## src/rtl/fp_multiplier_pipe_if.sv

```systemverilog
// rtl/fp_multiplier_pipe_if.sv - operand/result handshake bundle for fp_multiplier_pipe
// Signals:
//   in_valid, in_ready   operand handshake
//   num1, num2           operands, W bits each, packed as {sign, exp, frac}
//   out_valid, out_ready result handshake
//   final_product        result, W bits
//   flags                {invalid, overflow, underflow, inexact}
// Modports:
//   slave  - seen from the multiplier
//   master - seen from the operand source / result consumer
interface fp_multiplier_pipe_if #(
    parameter int W = 32
);
    logic         in_valid;
    logic         in_ready;
    logic [W-1:0] num1;
    logic [W-1:0] num2;
    logic         out_valid;
    logic         out_ready;
    logic [W-1:0] final_product;
    logic [3:0]   flags;

    modport slave (
        input  in_valid, num1, num2, out_ready,
        output in_ready, out_valid, final_product, flags
    );

    modport master (
        output in_valid, num1, num2, out_ready,
        input  in_ready, out_valid, final_product, flags
    );
endinterface

```

## src/rtl/fp_multiplier_pipe.sv

```systemverilog
// rtl/fp_multiplier_pipe.sv - 3-stage pipelined IEEE-754-style floating-point multiplier
// Ports:
//   clk  - clock, rising edge
//   rst  - synchronous active-high reset
//   bus  - fp_multiplier_pipe_if.slave: in_valid/in_ready/num1/num2,
//          out_valid/out_ready/final_product/flags ({invalid, overflow, underflow, inexact})
// Build option:
//   FPMUL_RNE_EN - defined: round to nearest, ties to even; undefined: truncate.
// Subnormal inputs are flushed to zero and no subnormal results are produced.
module fp_multiplier_pipe #(
    parameter int EXP_W = 8,
    parameter int MAN_W = 23
) (
    input logic                 clk,
    input logic                 rst,
    fp_multiplier_pipe_if.slave bus
);
    localparam int W  = 1 + EXP_W + MAN_W;
    localparam int PW = 2 * (MAN_W + 1);
    localparam int XW = EXP_W + 2;

    localparam logic signed [XW-1:0] BIAS     = {3'b000, {(EXP_W-1){1'b1}}};
    localparam logic signed [XW-1:0] EXP_MAX  = {2'b00, {EXP_W{1'b1}}};
    localparam logic signed [XW-1:0] EXP_ZERO = {XW{1'b0}};
    localparam logic [W-1:0]         QNAN     = {1'b0, {EXP_W{1'b1}}, 1'b1, {(MAN_W-1){1'b0}}};

    // Result class decided in S1; only CLS_NORM needs the arithmetic path.
    typedef enum logic [2:0] {
        CLS_NORM,
        CLS_QNAN,
        CLS_INVALID,
        CLS_INF,
        CLS_ZERO
    } cls_e;

    logic adv;

    // S1 state
    logic                 v1_q, v1_d;
    logic                 s1_q, s1_d;
    cls_e                 c1_q, c1_d;
    logic signed [XW-1:0] e1_q, e1_d;
    logic [MAN_W:0]       ma1_q, ma1_d, mb1_q, mb1_d;

    // S2 state
    logic                 v2_q;
    logic                 s2_q;
    cls_e                 c2_q;
    logic signed [XW-1:0] e2_q;
    logic [PW-1:0]        p2_q, p2_d;

    // S3 (output) state
    logic                 v3_q;
    logic [W-1:0]         prod3_q, prod3_d;
    logic [3:0]           flg3_q, flg3_d;

    // Single global enable: the whole pipe moves or the whole pipe holds.
    assign adv               = !v3_q || bus.out_ready;
    assign bus.in_ready      = adv;
    assign bus.out_valid     = v3_q;
    assign bus.final_product = prod3_q;
    assign bus.flags         = flg3_q;

    // S1: unpack, classify, exponent sum
    logic             sa, sb;
    logic [EXP_W-1:0] ea, eb;
    logic [MAN_W-1:0] fa, fb;
    logic             a_zero, b_zero, a_inf, b_inf, a_nan, b_nan;

    assign {sa, ea, fa} = bus.num1;
    assign {sb, eb, fb} = bus.num2;
    assign a_zero = ~|ea;
    assign b_zero = ~|eb;
    assign a_inf  = (&ea) && ~|fa;
    assign b_inf  = (&eb) && ~|fb;
    assign a_nan  = (&ea) && |fa;
    assign b_nan  = (&eb) && |fb;

    always_comb begin
        v1_d  = bus.in_valid;
        s1_d  = sa ^ sb;
        e1_d  = $signed({2'b00, ea}) + $signed({2'b00, eb}) - BIAS;
        ma1_d = {1'b1, fa};
        mb1_d = {1'b1, fb};
        c1_d  = CLS_NORM;
        if (a_nan || b_nan) begin
            c1_d = CLS_QNAN;
        end else if ((a_inf && b_zero) || (b_inf && a_zero)) begin
            c1_d = CLS_INVALID;
        end else if (a_inf || b_inf) begin
            c1_d = CLS_INF;
        end else if (a_zero || b_zero) begin
            c1_d = CLS_ZERO;
        end
    end

    // S2: significand multiply
    assign p2_d = {{(MAN_W+1){1'b0}}, ma1_q} * {{(MAN_W+1){1'b0}}, mb1_q};

    // S3: normalise, round, pack
    logic                 msb, guard, sticky, carry;
    logic [MAN_W-1:0]     frac, frac_r;
    logic signed [XW-1:0] exp_f;
`ifdef FPMUL_RNE_EN
    logic                 round_up;
`endif

    always_comb begin
        msb = p2_q[PW-1];
        // Product is in [1,4): the hidden bit sits at PW-1 or PW-2.
        if (msb) begin
            frac   = p2_q[PW-2 -: MAN_W];
            guard  = p2_q[PW-2-MAN_W];
            sticky = |p2_q[PW-3-MAN_W:0];
        end else begin
            frac   = p2_q[PW-3 -: MAN_W];
            guard  = p2_q[PW-3-MAN_W];
            sticky = |p2_q[PW-4-MAN_W:0];
        end
`ifdef FPMUL_RNE_EN
        round_up        = guard && (sticky || frac[0]);
        {carry, frac_r} = {1'b0, frac} + {{MAN_W{1'b0}}, round_up};
`else
        carry  = 1'b0;
        frac_r = frac;
`endif
        // A rounding carry leaves frac_r at zero, i.e. significand 1.0 one binade up.
        exp_f = e2_q + $signed({{(XW-1){1'b0}}, msb}) + $signed({{(XW-1){1'b0}}, carry});

        prod3_d = {s2_q, exp_f[EXP_W-1:0], frac_r};
        flg3_d  = {3'b000, guard || sticky};
        case (c2_q)
            CLS_QNAN: begin
                prod3_d = QNAN;
                flg3_d  = 4'b0000;
            end
            CLS_INVALID: begin
                prod3_d = QNAN;
                flg3_d  = 4'b1000;
            end
            CLS_INF: begin
                prod3_d = {s2_q, {EXP_W{1'b1}}, {MAN_W{1'b0}}};
                flg3_d  = 4'b0000;
            end
            CLS_ZERO: begin
                prod3_d = {s2_q, {(W-1){1'b0}}};
                flg3_d  = 4'b0000;
            end
            default: begin
                if (exp_f >= EXP_MAX) begin
                    prod3_d = {s2_q, {EXP_W{1'b1}}, {MAN_W{1'b0}}};
                    flg3_d  = 4'b0101;
                end else if (exp_f <= EXP_ZERO) begin
                    prod3_d = {s2_q, {(W-1){1'b0}}};
                    flg3_d  = 4'b0011;
                end
            end
        endcase
    end

    always_ff @(posedge clk) begin
        if (rst) begin
            v1_q    <= 1'b0;
            s1_q    <= 1'b0;
            c1_q    <= CLS_ZERO;
            e1_q    <= '0;
            ma1_q   <= '0;
            mb1_q   <= '0;
            v2_q    <= 1'b0;
            s2_q    <= 1'b0;
            c2_q    <= CLS_ZERO;
            e2_q    <= '0;
            p2_q    <= '0;
            v3_q    <= 1'b0;
            prod3_q <= '0;
            flg3_q  <= '0;
        end else if (adv) begin
            v1_q    <= v1_d;
            s1_q    <= s1_d;
            c1_q    <= c1_d;
            e1_q    <= e1_d;
            ma1_q   <= ma1_d;
            mb1_q   <= mb1_d;
            v2_q    <= v1_q;
            s2_q    <= s1_q;
            c2_q    <= c1_q;
            e2_q    <= e1_q;
            p2_q    <= p2_d;
            v3_q    <= v2_q;
            prod3_q <= prod3_d;
            flg3_q  <= flg3_d;
        end
    end
endmodule

```

## src/flat_wrapper.sv

```systemverilog
// flat-port wrapper written by rule: the top's interface ports become plain ports
module fp_multiplier_pipe_flat 
#(
    parameter int EXP_W = 8,
    parameter int MAN_W = 23
)
  (clk, rst, bus_in_valid, bus_num1, bus_num2, bus_out_ready, bus_in_ready, bus_out_valid, bus_final_product, bus_flags);
  fp_multiplier_pipe_if #(.W(32)) bus_i ();
  input logic clk;
  input logic rst;
  input wire logic [$bits(bus_i.in_valid)-1:0] bus_in_valid;
  input wire logic [$bits(bus_i.num1)-1:0] bus_num1;
  input wire logic [$bits(bus_i.num2)-1:0] bus_num2;
  input wire logic [$bits(bus_i.out_ready)-1:0] bus_out_ready;
  output wire logic [$bits(bus_i.in_ready)-1:0] bus_in_ready;
  output wire logic [$bits(bus_i.out_valid)-1:0] bus_out_valid;
  output wire logic [$bits(bus_i.final_product)-1:0] bus_final_product;
  output wire logic [$bits(bus_i.flags)-1:0] bus_flags;
  assign bus_i.in_valid = bus_in_valid;
  assign bus_i.num1 = bus_num1;
  assign bus_i.num2 = bus_num2;
  assign bus_i.out_ready = bus_out_ready;
  assign bus_in_ready = bus_i.in_ready;
  assign bus_out_valid = bus_i.out_valid;
  assign bus_final_product = bus_i.final_product;
  assign bus_flags = bus_i.flags;
  fp_multiplier_pipe #(.EXP_W(EXP_W), .MAN_W(MAN_W)) u_core (.clk(clk), .rst(rst), .bus(bus_i));
endmodule
```

## config.mk

```make
export PLATFORM = sky130hd
export DESIGN_NAME = fp_multiplier_pipe_flat
export DESIGN_NICKNAME = d
export VERILOG_FILES = /design/src/rtl/fp_multiplier_pipe_if.sv /design/src/rtl/fp_multiplier_pipe.sv /design/src/flat_wrapper.sv
export SDC_FILE = /design/constraint.sdc
export NUM_CORES = 2
export LEC_CHECK = 0
export CORE_AREA = 2 2 240 242
export DETAILED_ROUTE_END_ITERATION = 6
export DIE_AREA = 0 0 242 244
export GPL_TIMING_DRIVEN = 1
export PLACE_DENSITY = 0.65
export SYNTH_ARGS = -nofsm -noshare
export SYNTH_HDL_FRONTEND = slang
export SYNTH_SLANG_ARGS = --single-unit
```

## constraint.sdc

```tcl
create_clock -name clk -period 6.6 [get_ports clk]
set_clock_uncertainty 0.15 [all_clocks]
set_input_delay 0.66 -clock clk [delete_from_list [all_inputs] [get_ports clk]]
set_output_delay 0.66 -clock clk [all_outputs]
set_load 0.02 [all_outputs]
```

# Word level (Yosys, flattened, before mapping)
# Cells that the tools add are included.
# totals
regBits,163
inputBits,68
output_inout_bits,38
wordCells,65
# classes
n_addsub,3
mul,1
n_lt_le_gt_ge,2
n_eq_ne,4
mux,13
bitwise,1
n_reduce_logical,27
# ops
cell,count
$pmux 32 s3,1
$reduce_or 23->1,3
$mux 31,2
$mul 24x24->48,1
$mux 23,1
$reduce_or 22->1,1
$reduce_and 8->1,2
$reduce_or 8->1,2
$mux 3,4
$add 10x2->10,1
$ge 10x9->1 const B,1
$le 10x1->1 const B,1
$sub 10x8->10 const B,1
$add 8x8->9,1
$pmux 4 s2,1
$eq 3x2->1 const B,2
$logic_and 1x1->1,6
$logic_or 1x1->1,6
$logic_not 1->1,5
$mux 4,1
$eq 3x1->1 const B,1
$eq 3x3->1 const B,1
$reduce_or 3->1,1
$mux 1,2
other kinds (3),3

# Logic depth before layout (Yosys ltp)
# depth
ltp_word,7
mapped_depth,26

# Worst setup path before layout
# No wires, ideal clock.
# synth_timing
kind,flip-flop to flip-flop
startpoint,register u_core.mb1_q[23]
endpoint,register u_core.p2_q[42]
setup_time_ps,62
arrival_ps,6364
required_ps,6388
slack_ps,24
stages_incl_launch_ff,25
cell_sequence,dfxtp_1 > clkbuf_1 > clkbuf_1 > and2_1 > fa_1 > fa_1 > inv_1 > fa_1 > fa_1 > inv_1 > fa_1 > fa_1 > inv_1 > fa_1 > inv_1 > ha_1 > and3_1 > and2_4 > a21oi_2 > o21ai_2 > a31oi_4 > o211a_4 > o21ai_2 > or4b_1 > nand3_1
# synth_via
elab_chain_len,1
# synth_rtl
element,line_no,rtl
"start, declared",fp_multiplier_pipe.sv:43,"logic [MAN_W:0] ma1_q, ma1_d, mb1_q, mb1_d;"
"start signal, assigned",fp_multiplier_pipe.sv:183,mb1_q <= mb1_d;
$mul 24x24->48,fp_multiplier_pipe.sv:98,"assign p2_d = {{(MAN_W+1){1'b0}}, ma1_q} * {{(MAN_W+1){1'b0}}, mb1_q};"
"end signal, assigned",fp_multiplier_pipe.sv:188,p2_q <= p2_d;
"end, declared",fp_multiplier_pipe.sv:50,"logic [PW-1:0] p2_q, p2_d;"
# No other way between the ends.
# A chain may end at the register's enable or synchronous reset.

# Final worst setup path
# layout_timing
startpoint,register u_core.ma1_q[10]
endpoint,register u_core.p2_q[44]
# layout_via
elab_chain_len,1
# layout_rtl
element,line_no,rtl
"start, declared",fp_multiplier_pipe.sv:43,
"start signal, assigned",fp_multiplier_pipe.sv:182,ma1_q <= ma1_d;
$mul 24x24->48,fp_multiplier_pipe.sv:98,
# No other way between the ends.

==> flow_results.org <==
** Place
- Placer Congestion :: 0.9115
- DP Cell Count :: 3920
- The HPWL after detailed placement is 57.73 mm.
- The count of buffers added on input and output ports is 105.

** Timing
- Transition time of the tightest slew-check pin :: 0.9900 ns
- Final sum of negative setup slack :: -0.05972 ns
- Final Cycle Share :: 100.8%
- Fmax :: 150.4 MHz
- Rel. slew slack :: 34.00%
- The final-report hold violation count came to 0.
- Setup ws final :: -0.05098 ns
- Subtracting the final worst setup slack from the clock period gives 6.651 ns.
- The final max-slew violation count came to 0.
- Finish-stage setup viols :: 3
- Setup repair after global routing missed its margin :: true

** Routing
- Dividing the detail-routed wire length by the instance count gives 18.06 um.
- Final antenna-violating net count :: 0
- Vias/cell :: 5.207
- Detailed-router iteration count before antenna repair :: 5
- Total vias in the final route :: 20842
- For this run, design rule violations remaining after detail routing come to 0.
- Initial DRC Count :: 1396
- The final layout contains routed wiring with a total length of 72.30 mm.

** Global routing
- Largest net degree at the start of global routing :: 92
- Number of antenna violations at the first check in global routing :: 0
- First-pass GRT wire length :: 117.0 mm
- Total global routing track utilization :: 24.66%
- The via count of the first global-routing pass is 21873.
- Remaining Overflow, GRT :: 0

** Finish
- Counting the fill cells in the layout gives 4986.
- Of the cells placed in the final design, the portion with a size suffix greater than 1 is 17.22%.
- Register area :: 3363 sq um
- Compared with the post-synthesis result, the final layout area differs by 21.23%.
- In the final layout, the multi-input gates occupy 20680 sq um.
- After the flow finishes, the layout carries non-filler instances totaling 4003.
- At the end of the flow, the number of nets in the layout was 3970.
- The number of antenna diodes in the final layout is 0.

** Min path
- The path class of the tightest hold or removal check is reg2reg.

** Run status
- The flow ran to the end, but the final reports show violations.
- The final reports fail on setup timing.

** Pwr
- In this run the power density over the cells is 283.6 nW/um^2.
- P_leak :: 0.01466 uW
- Summing internal, switching and leakage power gives 8877 uW.
- Peak supply drop :: 0.0003276 V

** Synth
- Adder and majority gate portion of the synthesized area :: 46.46%
- Primary flip-flop cell chosen by synthesis mapping :: dfxtp_1
- For this run, asynchronously set or reset flops after synthesis account for 0%.
- Leading post-synthesis cells by cell area :: fa_1 (37%), dfxtp_1 (13%), ha_1 (9.0%)
- Averaged over all synthesized cells, the footprint is 8.603 sq um.
- Seq cells post-synth :: 162
- In the synthesized netlist, mux cells make up 1.037% of the area.
- After synthesis, the largest area contributor takes up 37.45% of total cell area.
- After Yosys synthesis, and, or, nand and nor cells account for 18.73% of the synthesized area.
- Leading cell type by number of instances after synthesis :: inv_1
- EDFF count, synth :: 0
- Summing the areas of all compound-gate instances in the mapped netlist gives 8.481% of the synthesized area.
- The number of different library cells used by synthesis comes to 68.
- After synthesis the cells add up to 25820 sq um.
- Yosys top cell by area :: fa_1
- Synthesis produced a netlist with a net count of 3737.
- The Yosys step of the flow raised 0 warnings.
- Leading post-synthesis cells by instance count :: inv_1 (553), nand2_1 (531), fa_1 (483)
- Synthesis handed over a netlist of 3001 instances.
- Main combinational cell family by area after synthesis :: adder cells
- Fraction of the yosys area taken by sequential cells :: 12.56%
- After Yosys synthesis, XOR and XNOR cells account for 2.171% of the synthesized area.

** Worst setup path
- CP required :: 6.79 ns
- STA classifies the critical path endpoint as a flop.
- Most common cell type on the critical path :: fa_1
- Highest cell delay on the worst timing path :: 0.56 ns
- In this run the worst path has a maximum fanout of 8.
- Setup CP Type :: reg2reg
- Endpoint arrival time on the critical path :: 6.84 ns
- On the critical path, the stage with the largest delay is an instance of fa_2.
- Critical path startpoint category :: flop

** CTS
- The clock net in this run drives a total of 162 sinks.
- The clock tree synthesis step divided the H-tree into 4 levels.
- Clock-pin slew was measured on the worst setup and hold paths at 0.08 ns.
- Largest buffer count on any clock path :: 2
- Clock tree from TritonCTS :: yes
- CTS root buf :: clkbuf_16
- Num CTS Buffers :: 17
- The later pin in the worst-skew pair is clocked with a latency of 0.45 ns.
- Hold buffer count at cts :: 0

** Floorplanning
- Die Span X :: 242 um
- The die is 244 um tall.
- The die covers 59050 sq um.
- The region available for standard cell placement spans 56170 sq um.
- Once the floorplan was initialized, standard cells occupied 45.97% of the core.
- Boundary pin count :: 106
- Row generation in the floorplan step produced 87 rows.

** Job
- The tool flagged a number of max-cap violations equal to 0.
[state kept, by name, indices dropped and copies added (netlist names)]
name                      flops
u_core.bus.flags              4
u_core.e1_q                  10
u_core.bus.out_valid          1
u_core.mb1_q                 24
u_core.bus.final_product     32
u_core.s2_q                   1
u_core.c2_q                   3
u_core.v1_q                   1
u_core.ma1_q                 23
u_core.e2_q                  10
u_core.p2_q                  48
u_core.v2_q                   1
u_core.s1_q                   1
u_core.c1_q                   3
[cells by family after synthesis]
kind of cell               Yosys count
and+or+nand+nor                   1018
AOI/OAI and AO/OA                  343
DFF                                162
muxes                               24
adders and majority gates          669
xor gates and xnor gates            64
buffers and inverters              721
[report_power, final]
part | total (uW) | leakage, uW | switching [uW] | internal (uW)
logic | 6590 | 0.0130 | 3450 | 3140
registers | 1250 | 0.00136 | 130 | 1120
clock network | 1040 | 0.000293 | 469 | 569
[worst max-delay path, delay by kind of cell, from the launching register on]
kind | cells | cell delay [ns]
compound gates | 3 | 0.60
mux | 1 | 0.20
buf+inv | 8 | 0.70
fa+ha+maj | 8 | 3.83
simple gates | 6 | 0.68
flops | 1 | 0.36
[final cells by class]
type	count	area share, %
clock inverters	15	0.5437
flip-flops and latches	162	10.75
well taps	756	3.022
clock buffers	17	1.359
inverters	554	6.652
repair buffers	381	11.59
multi-input cells	2118	66.09
[timing repair]
action / CTS / global route
gates cloned: 0 / 4
setup buffers: 15 / 37
gates resized for setup: 89 / 212
endpoints found under the setup margin: 25 / 28
pin swaps: 46 / 101
[placed cells by master, fill, tap and decap left out, drive strengths merged, types with 3 or more instances in the layout]
cell type | synthesis | final
or2 | 4 | 4
a21oi | 169 | 169
ha | 185 | 185
nand3 | 28 | 28
o211a | 3 | 3
nand4 | 23 | 23
dfxtp | 162 | 162
a21o | 27 | 27
fa | 483 | 483
o21ai | 42 | 42
nor2b | 4 | 4
nand2b | 3 | 3
nand2 | 532 | 532
clkinv | 0 | 5
a22oi | 31 | 31
and3 | 13 | 13
nor4b | 3 | 3
nor4 | 21 | 21
clkdlybuf4s50 | 0 | 104
mux2 | 22 | 22
xor2 | 17 | 17
o21a | 5 | 5
a211o | 3 | 3
o31ai | 3 | 3
nor3 | 15 | 15
nor2 | 77 | 77
o21bai | 11 | 11
buf | 14 | 272
o2111ai | 3 | 3
inv | 554 | 561
clkbuf | 153 | 22
o211ai | 4 | 4
and2 | 287 | 287
a31oi | 9 | 9
a211oi | 18 | 18
xnor2 | 47 | 47
[layer usage]
metal / wire [um] / vias to the layer above / global-route usage [%] / part of all wire [%]
met5: 0 / - / 0 / 0
met4: 1479 / 0 / 5.102 / 2.0
met3: 4719 / 90 / 3.314 / 6.5
met2: 34420 / 599 / 40.79 / 48
met1: 31680 / 10521 / 34.76 / 44
li1: - / 9632 / - / -
[per-stage QoR]
stage | utilization, % | hold WS, ns | area, sq um | setup WS [ns]
final | 55.72 | 0.3013 | 31300 | -0.05098
after global routing | 55.72 | 0.3183 | 31300 | -0.2026
after CTS | 53.74 | 0.3020 | 30180 | -0.06379
after detailed placement | 51.92 | 0.2935 | 29160 | -0.2783
after global placement | 51.92 | 0.2884 | 29160 | -0.2846
after floorplan | - | 0.2815 | 25820 | 0.02358
[path summary, 6_finish.rpt]
kind                                       start  cells after the start              end  slack [ns]
worst min-delay path             u_core.p2_q[11]                      2  u_core.p2_q[11]        0.30
worst min register to register   u_core.p2_q[11]                      2  u_core.p2_q[11]        0.30
worst max-delay path            u_core.ma1_q[10]                     26  u_core.p2_q[44]       -0.05
worst max register to register  u_core.ma1_q[10]                     26  u_core.p2_q[44]       -0.05
(Power assumes the default switching activity.)
